File: config.mk
export PLATFORM = sky130hd
export DESIGN_NAME = fifo_uart_tx
export DESIGN_NICKNAME = d
export VERILOG_FILES = /design/src/rtl/fifo_uart_tx.sv
export SDC_FILE = /design/constraint.sdc
export NUM_CORES = 1
export LEC_CHECK = 0
export ABC_CLOCK_PERIOD_IN_PS = 2200
export CORE_UTILIZATION = 25
export CTS_CLUSTER_SIZE = 8
export DETAILED_ROUTE_END_ITERATION = 16
export GPL_TIMING_DRIVEN = 0
export PLACE_DENSITY = 0.49
export SYNTH_ARGS = -nofsm -noshare
export SYNTH_HDL_FRONTEND = slang
export SYNTH_SLANG_ARGS = --single-unit
File: constraint.sdc
create_clock -name clk_i -period 2.2 [get_ports clk_i]
set_input_delay 0.44 -clock clk_i [delete_from_list [all_inputs] [get_ports clk_i]]
set_output_delay 0.44 -clock clk_i [all_outputs]
set_load 0.005 [all_outputs]
File: src/rtl/fifo_uart_tx.sv
// FIFO-draining UART transmitter: pops one byte at a time and sends it as 8N1,
// or 8E1 when the TX_PARITY_EN macro is defined.
module fifo_uart_tx #(
  parameter int unsigned CLKS_PER_BIT = 16
) (
  input  logic        clk_i,
  input  logic        rst_i,
  input  logic        tx_en_i,
  input  logic        fifo_empty_i,
  input  logic [7:0]  fifo_data_i,
  output logic        fifo_pop_o,
  output logic        tx_o,
  output logic        busy_o,
  output logic [15:0] bytes_sent_o
);

  localparam int unsigned BAUD_W = (CLKS_PER_BIT > 1) ? $clog2(CLKS_PER_BIT) : 1;
  localparam logic [BAUD_W-1:0] BAUD_LAST = BAUD_W'(CLKS_PER_BIT - 1);

  typedef enum logic [2:0] {
    ST_IDLE   = 3'd0,
    ST_POP    = 3'd1,
    ST_LOAD   = 3'd2,
    ST_START  = 3'd3,
    ST_DATA   = 3'd4,
`ifdef TX_PARITY_EN
    ST_PARITY = 3'd5,
`endif
    ST_STOP   = 3'd6
  } state_e;

  function automatic logic even_parity(input logic [7:0] d);
    return ^d;
  endfunction

  state_e            state_q;
  logic [BAUD_W-1:0] baud_q;
  logic [BAUD_W-1:0] baud_d;
  logic              baud_last_s;
  logic [2:0]        bit_q;
  logic [7:0]        shreg_q;
`ifdef TX_PARITY_EN
  logic              parity_q;
`endif
  logic              fifo_pop_q;
  logic              tx_q;
  logic              busy_q;
  logic [15:0]       bytes_q;

  // Baud counter next value: wraps to zero on every bit boundary.
  always_comb begin
    baud_last_s = (baud_q == BAUD_LAST);
    if (baud_last_s) begin
      baud_d = '0;
    end else begin
      baud_d = baud_q + BAUD_W'(1);
    end
  end

  // Transmit FSM; tx_q always carries the level of the state being entered.
  always_ff @(posedge clk_i) begin
    if (rst_i) begin
      state_q    <= ST_IDLE;
      baud_q     <= '0;
      bit_q      <= 3'd0;
      shreg_q    <= 8'h00;
`ifdef TX_PARITY_EN
      parity_q   <= 1'b0;
`endif
      fifo_pop_q <= 1'b0;
      tx_q       <= 1'b1;
      busy_q     <= 1'b0;
      bytes_q    <= 16'd0;
    end else begin
      case (state_q)
        ST_IDLE: begin
          tx_q   <= 1'b1;
          baud_q <= '0;
          if (tx_en_i && !fifo_empty_i) begin
            state_q    <= ST_POP;
            fifo_pop_q <= 1'b1;
            busy_q     <= 1'b1;
          end else begin
            fifo_pop_q <= 1'b0;
            busy_q     <= 1'b0;
          end
        end
        ST_POP: begin
          fifo_pop_q <= 1'b0;
          state_q    <= ST_LOAD;
        end
        ST_LOAD: begin
          shreg_q  <= fifo_data_i;
`ifdef TX_PARITY_EN
          parity_q <= even_parity(fifo_data_i);
`endif
          bit_q    <= 3'd0;
          baud_q   <= '0;
          tx_q     <= 1'b0;
          state_q  <= ST_START;
        end
        ST_START: begin
          baud_q <= baud_d;
          if (baud_last_s) begin
            state_q <= ST_DATA;
            tx_q    <= shreg_q[0];
          end
        end
        ST_DATA: begin
          baud_q <= baud_d;
          if (baud_last_s) begin
            shreg_q <= {1'b0, shreg_q[7:1]};
            bit_q   <= bit_q + 3'd1;
            if (bit_q == 3'd7) begin
`ifdef TX_PARITY_EN
              state_q <= ST_PARITY;
              tx_q    <= parity_q;
`else
              state_q <= ST_STOP;
              tx_q    <= 1'b1;
`endif
            end else begin
              tx_q <= shreg_q[1];
            end
          end
        end
`ifdef TX_PARITY_EN
        ST_PARITY: begin
          baud_q <= baud_d;
          if (baud_last_s) begin
            state_q <= ST_STOP;
            tx_q    <= 1'b1;
          end
        end
`endif
        ST_STOP: begin
          baud_q <= baud_d;
          tx_q   <= 1'b1;
          if (baud_last_s) begin
            state_q <= ST_IDLE;
            busy_q  <= 1'b0;
            bytes_q <= bytes_q + 16'd1;
          end
        end
        default: begin
          state_q    <= ST_IDLE;
          fifo_pop_q <= 1'b0;
          tx_q       <= 1'b1;
          busy_q     <= 1'b0;
        end
      endcase
    end
  end

  assign fifo_pop_o   = fifo_pop_q;
  assign tx_o         = tx_q;
  assign busy_o       = busy_q;
  assign bytes_sent_o = bytes_q;

endmodule

# Word level (Yosys, flattened, before mapping)
# Index checks and enable logic that the tools add are counted.
# word_totals
register_bits	37
input_bits	12
output_inout_bits	19
# classes
add_sub_neg	3
eq_ne	12
n_mux	20
bitwise	2
n_reduce_logical	14
# op_table
operator	count
$mux 3	6
$pmux 3 s6	1
$add 16x1->16 const B	1
$pmux 8 s2	1
$ne 2x2->1 const B	5
$eq 3x3->1 const B	3
$mux 8	1
$pmux 4 s2	1
$reduce_or 4->1	2
$eq 3x2->1 const B	2
$pmux 3 s2	1
$reduce_and 2->1	3
$mux 1	5
$reduce_and 5->1	1
$add 4x1->4 const B	1
$eq 4x4->1 const B	1
$mux 4	1
$pmux 1 s4	1
$reduce_bool 2->1	2
$add 3x1->3 const B	1
$eq 3x1->1 const B	1
$logic_not 3->1	1
$pmux 1 s3	1
$reduce_and 3->1	1
6 further kinds	7

# Depth between registers and ports, before layout
# logic_depth
ltp_word	4
mapped_depth	7
ltp_nobuf	5

# Least setup slack after synthesis
# Ideal clock, no wire load.
# synth_path
kind	register to register
startpoint	register baud_q[0]
endpoint	register bytes_q[15] (netlist: bytes_sent_o[15])
arrival_time_ns	1.837
required_time_ns	2.130
path_slack_ns	0.292
stages_incl_launch_ff	7
n_path_buf	1
period_less_slack_ns	1.908
path_cell_list	dfxtp_1 -> ha_1 -> nand4_1 -> or4_1 -> buf_2 -> or3_1 -> a21oi_1
# synth_via
elab_chain_len	2
# synth_rtl
item	line_no	text
start, declared	37	logic [BAUD_W-1:0] baud_q;
start signal, assigned	103	baud_q <= baud_d;
start signal, assigned	110	baud_q <= baud_d;
start signal, assigned	137	baud_q <= baud_d;
$eq 4x4->1	52	baud_last_s = (baud_q == BAUD_LAST);
$reduce_and 2->1 (no source line)	--	
end signal, assigned	142	bytes_q <= bytes_q + 16'd1;
end, declared	48	logic [15:0] bytes_q;
# No other way between the ends.
# A chain may end at the register's enable or synchronous reset.

# Worst setup path after layout
# layout_path
startpoint	register baud_q[1]
endpoint	register bytes_q[15] (netlist: bytes_sent_o[15])
# Same word-level chain as after synthesis.

==> summary.txt <==
Status
  – Outcome: finished clean

Finish
  – Layout cell share with drive strength beyond 1: 0.0595
  – Nets: 267
  – ANT cells: 0
  – Finished layout cell area: 2320 um^2
  – Commonest non-fill, non-tap cells in the layout: dfxtp_1, clkdlybuf4s50_1, nor2_1
  – Area growth from synthesis to layout: 30.0%
  – Most common cell after layout, fill and taps aside: dfxtp_1

Setup path
  – Crit Path Class: reg -> reg
  – Worst Path Required: 2.42 ns
  – Crit Path Max Fanout: 10
  – Nature of the critical path startpoint: register
  – Worst Path Arrival: roughly 2.3 ns
  – Worst Setup End Kind: register

Logic synthesis
  – Synth Cell Area: 1790 um^2
  – Post-synth top area cell: dfxtp_1
  – Post-Syn Instances: 214
  – Yosys warns: 0
  – Ys flop type: dfxtp_1
  – Top cells by area, synth: dfxtp_1, a21oi_1, nor2_1, mux2i_1, a211oi_1
  – Post-synth ARST share: 0
  – Post-synth cell types: 37
  – Register bit count reported by yosys: 37
  – Synth Net Count: 230
  – Post-synth EDFFs: 0
  – Avg Synthesized Cell Area: between 8 and 9 um^2
  – Register area share after synthesis: 0.415
  – Area share of the largest cell type after synthesis: 0.415

GRT
  – M2 GR Usage: 0.195
  – Largest net degree at the start of global routing: 12
  – GRT overflow: 0
  – Vias in the first global route: 1,483
  – Global routing usage on met3: 0.0295
  – Global-route wire length before repair: between 7000 and 8000 um
  – Met1 Resource Use GR: 0.165
  – GRT Total Usage: 0.125
  – Gr busiest metal: met2
  – Antenna violations before repair: 0

Floorplan
  – Std cell rows: 30
  – IO Pins: 31
  – Die area: 7480 um^2
  – Initial Util: 0.261
  – Die width: slightly below 90 um
  – Die height: a little under 90 um
  – Core footprint: roughly 6800 um^2

Power
  – Comb pwr share: 0.085
  – Pwr dens: 581 nW/um^2
  – Seq pwr share: 0.518
  – Clock Power Share: 0.397
  – Leak: between 0.7 and 0.8 nW
  – Switching share of power: 0.241
  – Pint: 1.02 mW
  – Switching pwr: between 0.3 and 0.4 mW
  – Peak supply drop: 169 uV

CTS
  – Worst-Skew Late Latency: 0.29 ns
  – Clk sinks: 37
  – CTS tree: done
  – Max Buffers Root-to-Sink: 2
  – CTS Root Cell: clkbuf_8
  – # Post-CTS Setup Buffers: 0
  – H-Tree Depth: 2
  – CTS buffer count: 5
  – Clock Pin Slew Worst Setup and Hold Paths: 0.08 ns

Timing
  – Clock skew: 0.00672 ns
  – Setup TNS: 0 ns
  – Slew Viols, Final: 0
  – Fin crit share: 0.929
  – Final setup viols: 0
  – Least-Margin Pin Slew: 0.582 ns
  – Slew HR: 0.612
  – RSZ-0062 raised after global routing: false
  – Final Hold Fails: 0
  – Max Clk Rate: 0.489 GHz
  – Min Tclk post-route: 2.04 ns

Placement
  – Port-buffer cells: 30
  – Post-DP HPWL: 3100 um
  – DP Area: 2210 um^2
  – Gpl congestion: 0.745

Route
  – DR pass1 iterations: 4
  – Via count: 1,621
  – Routed len/inst: 12.5 um
  – Routed Antenna Nets: 0
  – Vias/cell: 4.66
  – WL final: around 4400 um
  – Remaining DRCs: 0
  – Iteration-0 DRC Markers: around 110

Job
  – Max cap viols: 0

Worst hold path
  – Hold Path Class: reg -> reg
cells by family (layout without fill, tap and decap cells):
kind of cell | Yosys count | after routing | share of synthesized area
simple gates | 82 | 82 | 0.241
fa+ha+maj | 4 | 4 | 0.0280
xor+xnor | 8 | 8 | 0.0392
mux | 8 | 8 | 0.0449
flops | 37 | 37 | 0.415
buf+inv | 18 | 56 | 0.0406
compound gates | 57 | 57 | 0.191
state kept, by name, summed over array words and instances, names as in the netlist:
register and cells:
bytes_sent_o 16, shreg_q 8, baud_q 4, bit_q 3, state_q 3, busy_o 1, fifo_pop_o 1, tx_o 1
power groups by stage:
stage	Combinational, mW	Clock (mW)	Sequential, mW
2_1_floorplan	0.0673	0	0.713
3_3_place_gp	0.115	0	0.715
3_5_place_dp	0.115	0	0.715
4_1_cts	0.116	0.550	0.699
5_1_grt	0.125	0.584	0.702
6_report	0.114	0.536	0.699
final timing paths:
kind	start	to	slack, ns	depth (start not counted)
setup / recovery	baud_q[1]$_SDFFE_PP0P_	bytes_sent_o[15]$_SDFFE_PP0P_	0.16	6
hold reg to reg	bit_q[1]$_SDFFE_PP0P_	bit_q[1]$_SDFFE_PP0P_	0.46	2
setup reg to reg	baud_q[1]$_SDFFE_PP0P_	bytes_sent_o[15]$_SDFFE_PP0P_	0.16	6
hold / removal	bit_q[1]$_SDFFE_PP0P_	bit_q[1]$_SDFFE_PP0P_	0.46	2
worst max-delay path, cell delays in order (launching register included):
cell and delay, ns:
dfxtp_1 0.44, ha_4 0.20, nand4_1 0.12, or4_1 0.53, buf_2 0.18, or3_1 0.35
a21oi_1 0.14
final cells by class:
type	count	area [um^2]
Fill cell	759	4510
Multi-Input combinational cell	159	985
Sequential cell	37	742
Timing Repair Buffer	30	300
Tap cell	96	120
Clock buffer	7	96.3
Buffer	14	57.6
Inverter	4	15.0
Clock inverter	1	5.00
routing by layer:
layer  up-vias  wire (um)
li1        842          -
met1       750       2230
met2        22       1930
met3         7        117
met4         0         76
met5         -          0
per-stage QoR:
| step | setup WS (ns) | total power [mW] | hold WS, ns | utilization | instances |
|---|---|---|---|---|---|
| floorplan | 0.292 | 0.780 | 0.436 | - | 214 |
| finish | 0.157 | 1.35 | 0.459 | 0.340 | 348 |
| CTS | 0.0205 | 1.37 | 0.463 | 0.338 | 348 |
| detailed placement | 0.0586 | 0.830 | 0.453 | 0.323 | 340 |
| global route | 0.0228 | 1.41 | 0.483 | 0.340 | 348 |
| global placement | 0.0103 | 0.830 | 0.443 | 0.323 | 340 |
synthesized netlist by cell type (3+ instances only):
master	instances
nor2b_1	4
nand3_1	10
xnor2_1	7
a211oi_1	10
or3_1	8
mux2i_1	8
ha_1	4
o21ai_0	14
dfxtp_1	37
inv_1	4
nor3b_1	4
clkbuf_1	10
a21oi_1	22
nor3_1	5
nor2_1	24
nand4_1	3
nand2_1	11
buf_2	4
timing repair:
| item | 4_1_cts | 5_1_grt |
|---|---|---|
| resized for setup | 0 | 3 |
| setup endpoints to repair | 0 | 16 |
| hold buffers | 0 | 0 |
(Power assumes the default switching activity.)
